==> src/rtl/cpu_ctrl_pkg.sv <==
// Shared definitions for the 16-bit RISC core control path.
// Holds the opcode map, the sequencer state encoding and the default
// datapath widths used by pc_sequencer and its helpers.
package cpu_ctrl_pkg;

  localparam int unsigned PC_W_DEF    = 8;
  localparam int unsigned INSTR_W_DEF = 16;

  localparam logic [3:0] OP_NOP   = 4'h0;
  localparam logic [3:0] OP_ADD   = 4'h1;
  localparam logic [3:0] OP_SUB   = 4'h2;
  localparam logic [3:0] OP_AND   = 4'h3;
  localparam logic [3:0] OP_OR    = 4'h4;
  localparam logic [3:0] OP_LOAD  = 4'h5;
  localparam logic [3:0] OP_STORE = 4'h6;
  localparam logic [3:0] OP_BEQZ  = 4'h7;
  localparam logic [3:0] OP_JMP   = 4'h8;
  localparam logic [3:0] OP_HALT  = 4'hF;

  typedef enum logic [2:0] {
    S_IDLE,
    S_FETCH,
    S_DECODE,
    S_EXEC,
    S_MEM,
    S_HALT,
    S_ERR
  } state_e;

endpackage

==> src/rtl/mem_wait_timer.sv <==
// Memory wait-state counter.
// Counts cycles while cnt_i is high, clears to zero on clr_i, and flags
// expired_o once the count equals MAX_WAIT (the count saturates there).
//   clk_i     : clock, rising edge
//   rst_ni    : asynchronous active-low reset
//   clr_i     : synchronous clear (has priority over cnt_i)
//   cnt_i     : count one waited cycle
//   expired_o : count has reached MAX_WAIT
module mem_wait_timer #(
  parameter int unsigned MAX_WAIT = 15
) (
  input  logic clk_i,
  input  logic rst_ni,
  input  logic clr_i,
  input  logic cnt_i,
  output logic expired_o
);

  localparam int unsigned CW = (MAX_WAIT < 1) ? 1 : $clog2(MAX_WAIT + 1);
  localparam logic [CW-1:0] LIMIT = CW'(MAX_WAIT);

  logic [CW-1:0] count_q, count_d;

  always_comb begin
    count_d = count_q;
    if (clr_i) begin
      count_d = '0;
    end else if (cnt_i && (count_q != LIMIT)) begin
      count_d = count_q + 1'b1;
    end
  end

  always_ff @(posedge clk_i or negedge rst_ni) begin
    if (!rst_ni) begin
      count_q <= '0;
    end else begin
      count_q <= count_d;
    end
  end

  assign expired_o = (count_q == LIMIT);

endmodule

==> src/rtl/pc_sequencer.sv <==
// Multi-cycle fetch/decode/execute controller for the 16-bit RISC core.
// Sole driver of the program-counter controls; also sequences the IR load,
// the memory read/write handshake and the register-file write.
//   CLK, RST_N        : clock (rising edge), asynchronous active-low reset
//   START             : pulse, leaves IDLE/HALT
//   INSTR             : instruction register, opcode in the top nibble
//   ZERO              : ALU zero flag for BEQZ
//   MEM_READY         : memory accepts the current MEM_RD/MEM_WR
//   PC_EN/PC_LD/PC_NEXT/PC_RST : PC increment, load, load value, clear
//   IR_LD             : load IR from memory data
//   MEM_RD/MEM_WR     : memory read / write request
//   ADDR_SEL          : 0 = address from PC, 1 = from INSTR target
//   RF_WE             : register-file write enable
//   HALTED / BUS_ERR  : HALT state / sticky memory timeout
module pc_sequencer
  import cpu_ctrl_pkg::*;
#(
  parameter int unsigned PC_W     = PC_W_DEF,
  parameter int unsigned INSTR_W  = INSTR_W_DEF,
  parameter int unsigned MAX_WAIT = 15
) (
  input  logic               CLK,
  input  logic               RST_N,
  input  logic               START,
  input  logic [INSTR_W-1:0] INSTR,
  input  logic               ZERO,
  input  logic               MEM_READY,
  output logic               PC_EN,
  output logic               PC_LD,
  output logic [PC_W-1:0]    PC_NEXT,
  output logic               PC_RST,
  output logic               IR_LD,
  output logic               MEM_RD,
  output logic               MEM_WR,
  output logic               ADDR_SEL,
  output logic               RF_WE,
  output logic               HALTED,
  output logic               BUS_ERR
);

  state_e state_q, state_d;
  logic   store_q, store_d;   // MEM phase direction, captured in EXEC

  logic [3:0]      opcode;
  logic [PC_W-1:0] target;
  logic            tmr_cnt, tmr_clr, tmr_exp;
  logic            unused_instr;

  assign opcode       = INSTR[INSTR_W-1 -: 4];
  assign target       = INSTR[PC_W-1:0];
  assign unused_instr = ^INSTR;

  // Only waited FETCH/MEM cycles count; any other cycle, including the one
  // that completes the access, returns the counter to zero.
  assign tmr_clr = ~tmr_cnt;

  mem_wait_timer #(
    .MAX_WAIT (MAX_WAIT)
  ) u_wait (
    .clk_i     (CLK),
    .rst_ni    (RST_N),
    .clr_i     (tmr_clr),
    .cnt_i     (tmr_cnt),
    .expired_o (tmr_exp)
  );

  always_ff @(posedge CLK or negedge RST_N) begin
    if (!RST_N) begin
      state_q <= S_IDLE;
      store_q <= 1'b0;
    end else begin
      state_q <= state_d;
      store_q <= store_d;
    end
  end

  always_comb begin
    state_d  = state_q;
    store_d  = store_q;
    tmr_cnt  = 1'b0;
    PC_EN    = 1'b0;
    PC_LD    = 1'b0;
    PC_NEXT  = '0;
    PC_RST   = 1'b0;
    IR_LD    = 1'b0;
    MEM_RD   = 1'b0;
    MEM_WR   = 1'b0;
    ADDR_SEL = 1'b0;
    RF_WE    = 1'b0;
    HALTED   = 1'b0;
    BUS_ERR  = 1'b0;

    case (state_q)
      S_IDLE: begin
        PC_RST = 1'b1;
        if (START) state_d = S_FETCH;
      end

      S_FETCH: begin
        MEM_RD = 1'b1;
        // A ready on the expiry cycle still completes the fetch.
        if (MEM_READY) begin
          IR_LD   = 1'b1;
          PC_EN   = 1'b1;
          state_d = S_DECODE;
        end else if (tmr_exp) begin
          state_d = S_ERR;
        end else begin
          tmr_cnt = 1'b1;
        end
      end

      S_DECODE: state_d = S_EXEC;

      S_EXEC: begin
        state_d = S_FETCH;
        case (opcode)
          OP_NOP: ;
          OP_ADD, OP_SUB, OP_AND, OP_OR: RF_WE = 1'b1;
          OP_LOAD: begin
            store_d = 1'b0;
            state_d = S_MEM;
          end
          OP_STORE: begin
            store_d = 1'b1;
            state_d = S_MEM;
          end
          OP_BEQZ: begin
            if (ZERO) begin
              PC_LD   = 1'b1;
              PC_NEXT = target;
            end
          end
          OP_JMP: begin
            PC_LD   = 1'b1;
            PC_NEXT = target;
          end
          OP_HALT: state_d = S_HALT;
          default: ;
        endcase
      end

      S_MEM: begin
        ADDR_SEL = 1'b1;
        MEM_RD   = ~store_q;
        MEM_WR   = store_q;
        if (MEM_READY) begin
          RF_WE   = ~store_q;
          state_d = S_FETCH;
        end else if (tmr_exp) begin
          state_d = S_ERR;
        end else begin
          tmr_cnt = 1'b1;
        end
      end

      S_HALT: begin
        HALTED = 1'b1;
        if (START) state_d = S_IDLE;
      end

      S_ERR: BUS_ERR = 1'b1;

      default: state_d = S_IDLE;
    endcase
  end

endmodule

==> config.mk <==
export PLATFORM = sky130hd
export DESIGN_NAME = pc_sequencer
export DESIGN_NICKNAME = d
export VERILOG_FILES = /design/src/rtl/cpu_ctrl_pkg.sv /design/src/rtl/mem_wait_timer.sv /design/src/rtl/pc_sequencer.sv
export SDC_FILE = /design/constraint.sdc
export NUM_CORES = 1
export LEC_CHECK = 0
export ABC_AREA = 1
export BUFFER_PORTS_ARGS = -buffer_cell sky130_fd_sc_hd__clkbuf_2
export CAP_MARGIN = 15
export CORE_UTILIZATION = 40
export CTS_BUF_LIST = sky130_fd_sc_hd__clkbuf_16
export DETAILED_ROUTE_END_ITERATION = 7
export PLACE_DENSITY_LB_ADDON = 0.25
export SYNTH_ARGS = -nofsm -noshare
export SYNTH_HDL_FRONTEND = slang
export SYNTH_SLANG_ARGS = --single-unit
==> constraint.sdc <==
create_clock -name CLK -period 1.4 [get_ports CLK]
set_input_delay 0.21 -clock CLK [delete_from_list [all_inputs] [get_ports CLK]]
set_output_delay 0.21 -clock CLK [all_outputs]
set_load 0.005 [all_outputs]
==> flow_results.org <==
** Run status
- The flow ran to the end, but the final reports show violations.
- Violated checks :: negative setup slack

** Clock tree
- TritonCTS built the clock tree.
- Clock Sink Count :: 8
- For the worst-skew pair, the clock arrives at the later sink with an insertion delay of 230 ps.
- Clock-pin slew reported for the worst setup and hold paths after clock tree synthesis :: 30 ps
- Number of H-tree levels :: 1
- Maximum count of clock buffers along a single path :: 2
- Clock tree root driver cell :: sky130_fd_sc_hd__clkbuf_16
- Clock buffers created by TritonCTS :: 3

** Logic synthesis
- The largest total area in the synthesized netlist belongs to sky130_fd_sc_hd__dfrtp_1.
- Top cells by area in the synthesized netlist :: sky130_fd_sc_hd__dfrtp_1, sky130_fd_sc_hd__inv_1, sky130_fd_sc_hd__nor2_1, sky130_fd_sc_hd__nand2_1, sky130_fd_sc_hd__nand3_1
- Synthesis inferred 8 register bits.
- Number of instances in the synthesized netlist :: 97
- Yosys warnings :: 0
- Sequential share of the synthesized area :: 31.7%
- Syn Nets :: 119
- After synthesis, the mean cell area works out to 6.50 um2.
- After synthesis the cells add up to 631 um2.
- The share of synthesized area in the top cell type comes to 31.7%.
- The synthesized netlist contains 22 unique library cells.

** Place
- Setup slack at placement :: 103 ps
- GP Congestion :: 0.793
- Count of input and output buffers :: 34
- Placement-stage cell area :: 835 um2
- DP HPWL :: 1200 um

** Floorplanning
- For this design the top-level I/O count stands at 39.
- Initial cell density of the core :: 45.6%
- Chip Width :: 41.7 um
- Total core area :: 0.00138 mm2
- Chip Height :: 41.7 um
- The die covers 0.00174 mm2.
- Number of rows in the core area :: 13

** Routing
- Antenna-violating nets left :: 0
- In the routed layout, each cell is associated on average with a via count of 4.82.
- Detailed routing placed a total of 882 um of wire on met2.
- Routed WL :: 1700 um
- Dividing the detail-routed wire length by the instance count gives 10.8 um.
- The highest layer touched by signal routing is met4.
- After the first detailed-routing iteration, the DRC count stood at 15.
- For this run, design rule violations remaining after detail routing come to 0.
- The detailed router put a total of 714 um of wire on met1.
- DRT Pass-1 Iters :: 3
- Routed met3 length :: 63 um
- For this block, the via count after detailed routing is 762.

** STA
- Count of final setup violators :: 9
- Worst Skew :: 1.20 ps
- Transition time at the pin with the least slew margin :: 353 ps
- Based on the critical path, the design can be clocked at up to 691 MHz.
- Worst relative slew slack :: 76.3%
- The number of pins exceeding their max-slew limit in the final report is 0.
- Final WS setup :: -48.0 ps
- Setup repair after global routing could not meet its margin everywhere.
- Hold violation count in the final report :: 0
- Crit share post-route :: 103%
- Time the worst path needs with I/O delays and setup :: 1450 ps

** Flow run
- Max-cap violations in this run came to 0.

** Critical path
- For the worst flop-to-flop path, the logic depth is 5.
- Critical setup path kind :: reg2out
- Endpoint of the lowest-slack register-to-register path :: state_q[1]$_DFFE_PN0P_
- The worst setup path is launched from a flop.
- The worst setup path is captured at an output pin.
- Largest fanout of any net on the critical path :: 5
- At the worst endpoint, the required time is 1190 ps.
- The most critical setup path has its endpoint at RF_WE.
- RR Startpoint :: u_wait.count_q[0]$_DFFE_PN0P_
- In this run the register-to-register setup slack is 100 ps.
- STA puts the critical path data arrival time at 1240 ps.
- Crit path launch :: state_q[1]$_DFFE_PN0P_

** Pwr
- Ratio of total power to cell area :: 1620 mW/mm2
- The analysis attributes to cell leakage a power of 0.611 nW.
- Max rail drop VDD :: 1290 uV

** Layout
- The post-route netlist has 46.9% of its cells at a drive strength greater than 1.
- Post-layout nets :: 167
- Area growth, synth to finish :: 65.5%
- Total inserted antenna cells :: 0
- Commonest non-fill, non-tap cells in the layout :: sky130_fd_sc_hd__clkbuf_2, sky130_fd_sc_hd__inv_1, sky130_fd_sc_hd__nor2_1
- After filler insertion, the fill cell instance count of the layout stands at 97.
- After routing the design area is 0.00104 mm2.
- Combined flip-flop and latch cell area :: 203 um2
- The multi-input combinational cells in the finished layout cover a total of 414 um2.
- Most common cell after layout, fill and taps aside :: sky130_fd_sc_hd__clkbuf_2

** Global route
- Via count of the first global-routing pass :: 699
- Entering global routing, the biggest net connects 10 pins.
- Initial antenna violation count :: 0
- Global routing used 20.2% of the available tracks across all layers.
- Wire length of the first global-routing pass :: 2700 um
- Global routing finished with a remaining overflow of 0.

** Min path
- In this run the worst hold path is classified as in2reg.
state kept, by name, summed over array words and instances (netlist names):
name,flops
store_q,1
state_q,3
u_wait.count_q,4
metrics by stage:
step	power, mW	setup TNS [ps]	hold WS (ps)	util [%]	std cells
4_1_cts	1.56	-253	264	71.3	158
3_3_place_gp	0.949	0	61.2	60.4	148
3_5_place_dp	0.963	0	68.5	60.4	148
5_1_grt	1.82	-1150	270	75.5	158
6_report	1.69	-191	260	75.5	158
2_1_floorplan	0.752	0	-85.6	-	97
kinds of logic (layout without fill, tap and decap cells):
family,Yosys count,after routing,synth area share (%)
simple gates,50,50,36.3
buf+inv,24,69,14.9
compound gates,11,12,10.9
flops,8,8,31.7
xor+xnor,3,3,4.17
fa+ha+maj,1,1,1.98
worst min-delay path by stage:
| stage | from | slack [ps] | cells after the start | endpoint |
|---|---|---|---|---|
| after floorplan | RST_N | -90 | 0 | state_q[0]$_DFFE_PN0P_ |
| after global placement | RST_N | 60 | 1 | u_wait.count_q[2]$_DFFE_PN0P_ |
| after detailed placement | RST_N | 70 | 1 | u_wait.count_q[2]$_DFFE_PN0P_ |
| after CTS | START | 260 | 4 | state_q[0]$_DFFE_PN0P_ |
| after global routing | START | 270 | 4 | state_q[0]$_DFFE_PN0P_ |
| final | START | 260 | 4 | state_q[0]$_DFFE_PN0P_ |
cells in the mapped netlist, drive strengths merged:
cell,n
nand2,15
nor2,22
xnor2,1
o21ai,6
dfrtp,8
o31ai,1
buf,1
nand3b,1
inv,23
ha,1
nand3,7
a21oi,3
xor2,2
nor3,5
o32ai,1
worst max-delay path, cell delays in order (launching register included):
cell and delay [ps]:
sky130_fd_sc_hd__dfrtp_2 450, sky130_fd_sc_hd__nor2_4 150, sky130_fd_sc_hd__nand2_4 70, sky130_fd_sc_hd__o32ai_2 180, sky130_fd_sc_hd__buf_2 150
metal layers:
metal / global-route usage (%) / vias up
met3: 3.91 / 6
met4: 9.68 / 0
met5: 0 / -
li1: - / 392
met2: 37.2 / 22
met1: 21.6 / 342
layout make-up:
cell class,count,share of cell area [%]
well taps,15,1.80
inverters,23,8.51
repair buffers,43,23.4
flip-flops and latches,8,19.4
multi-input cells,66,39.7
clock buffers,3,7.19
where the power goes:
part	leakage, nW	switching (mW)	total (mW)	internal, mW
Clock	0.0370	0.103	0.471	0.367
Combinational	0.471	0.455	0.817	0.362
Sequential	0.103	0.0908	0.398	0.308
Total	0.611	0.649	1.69	1.04
repair_timing:
action / 4_1_cts / 5_1_grt
cloned: 0 / 1
pin swaps: 3 / 5
endpoints found under the setup margin: 13 / 25
setup buffers: 6 / 0
endpoints found under the hold margin: 8 / 0
resized for setup: 4 / 20
hold buffers: 1 / 0
(Power assumes the default switching activity.)
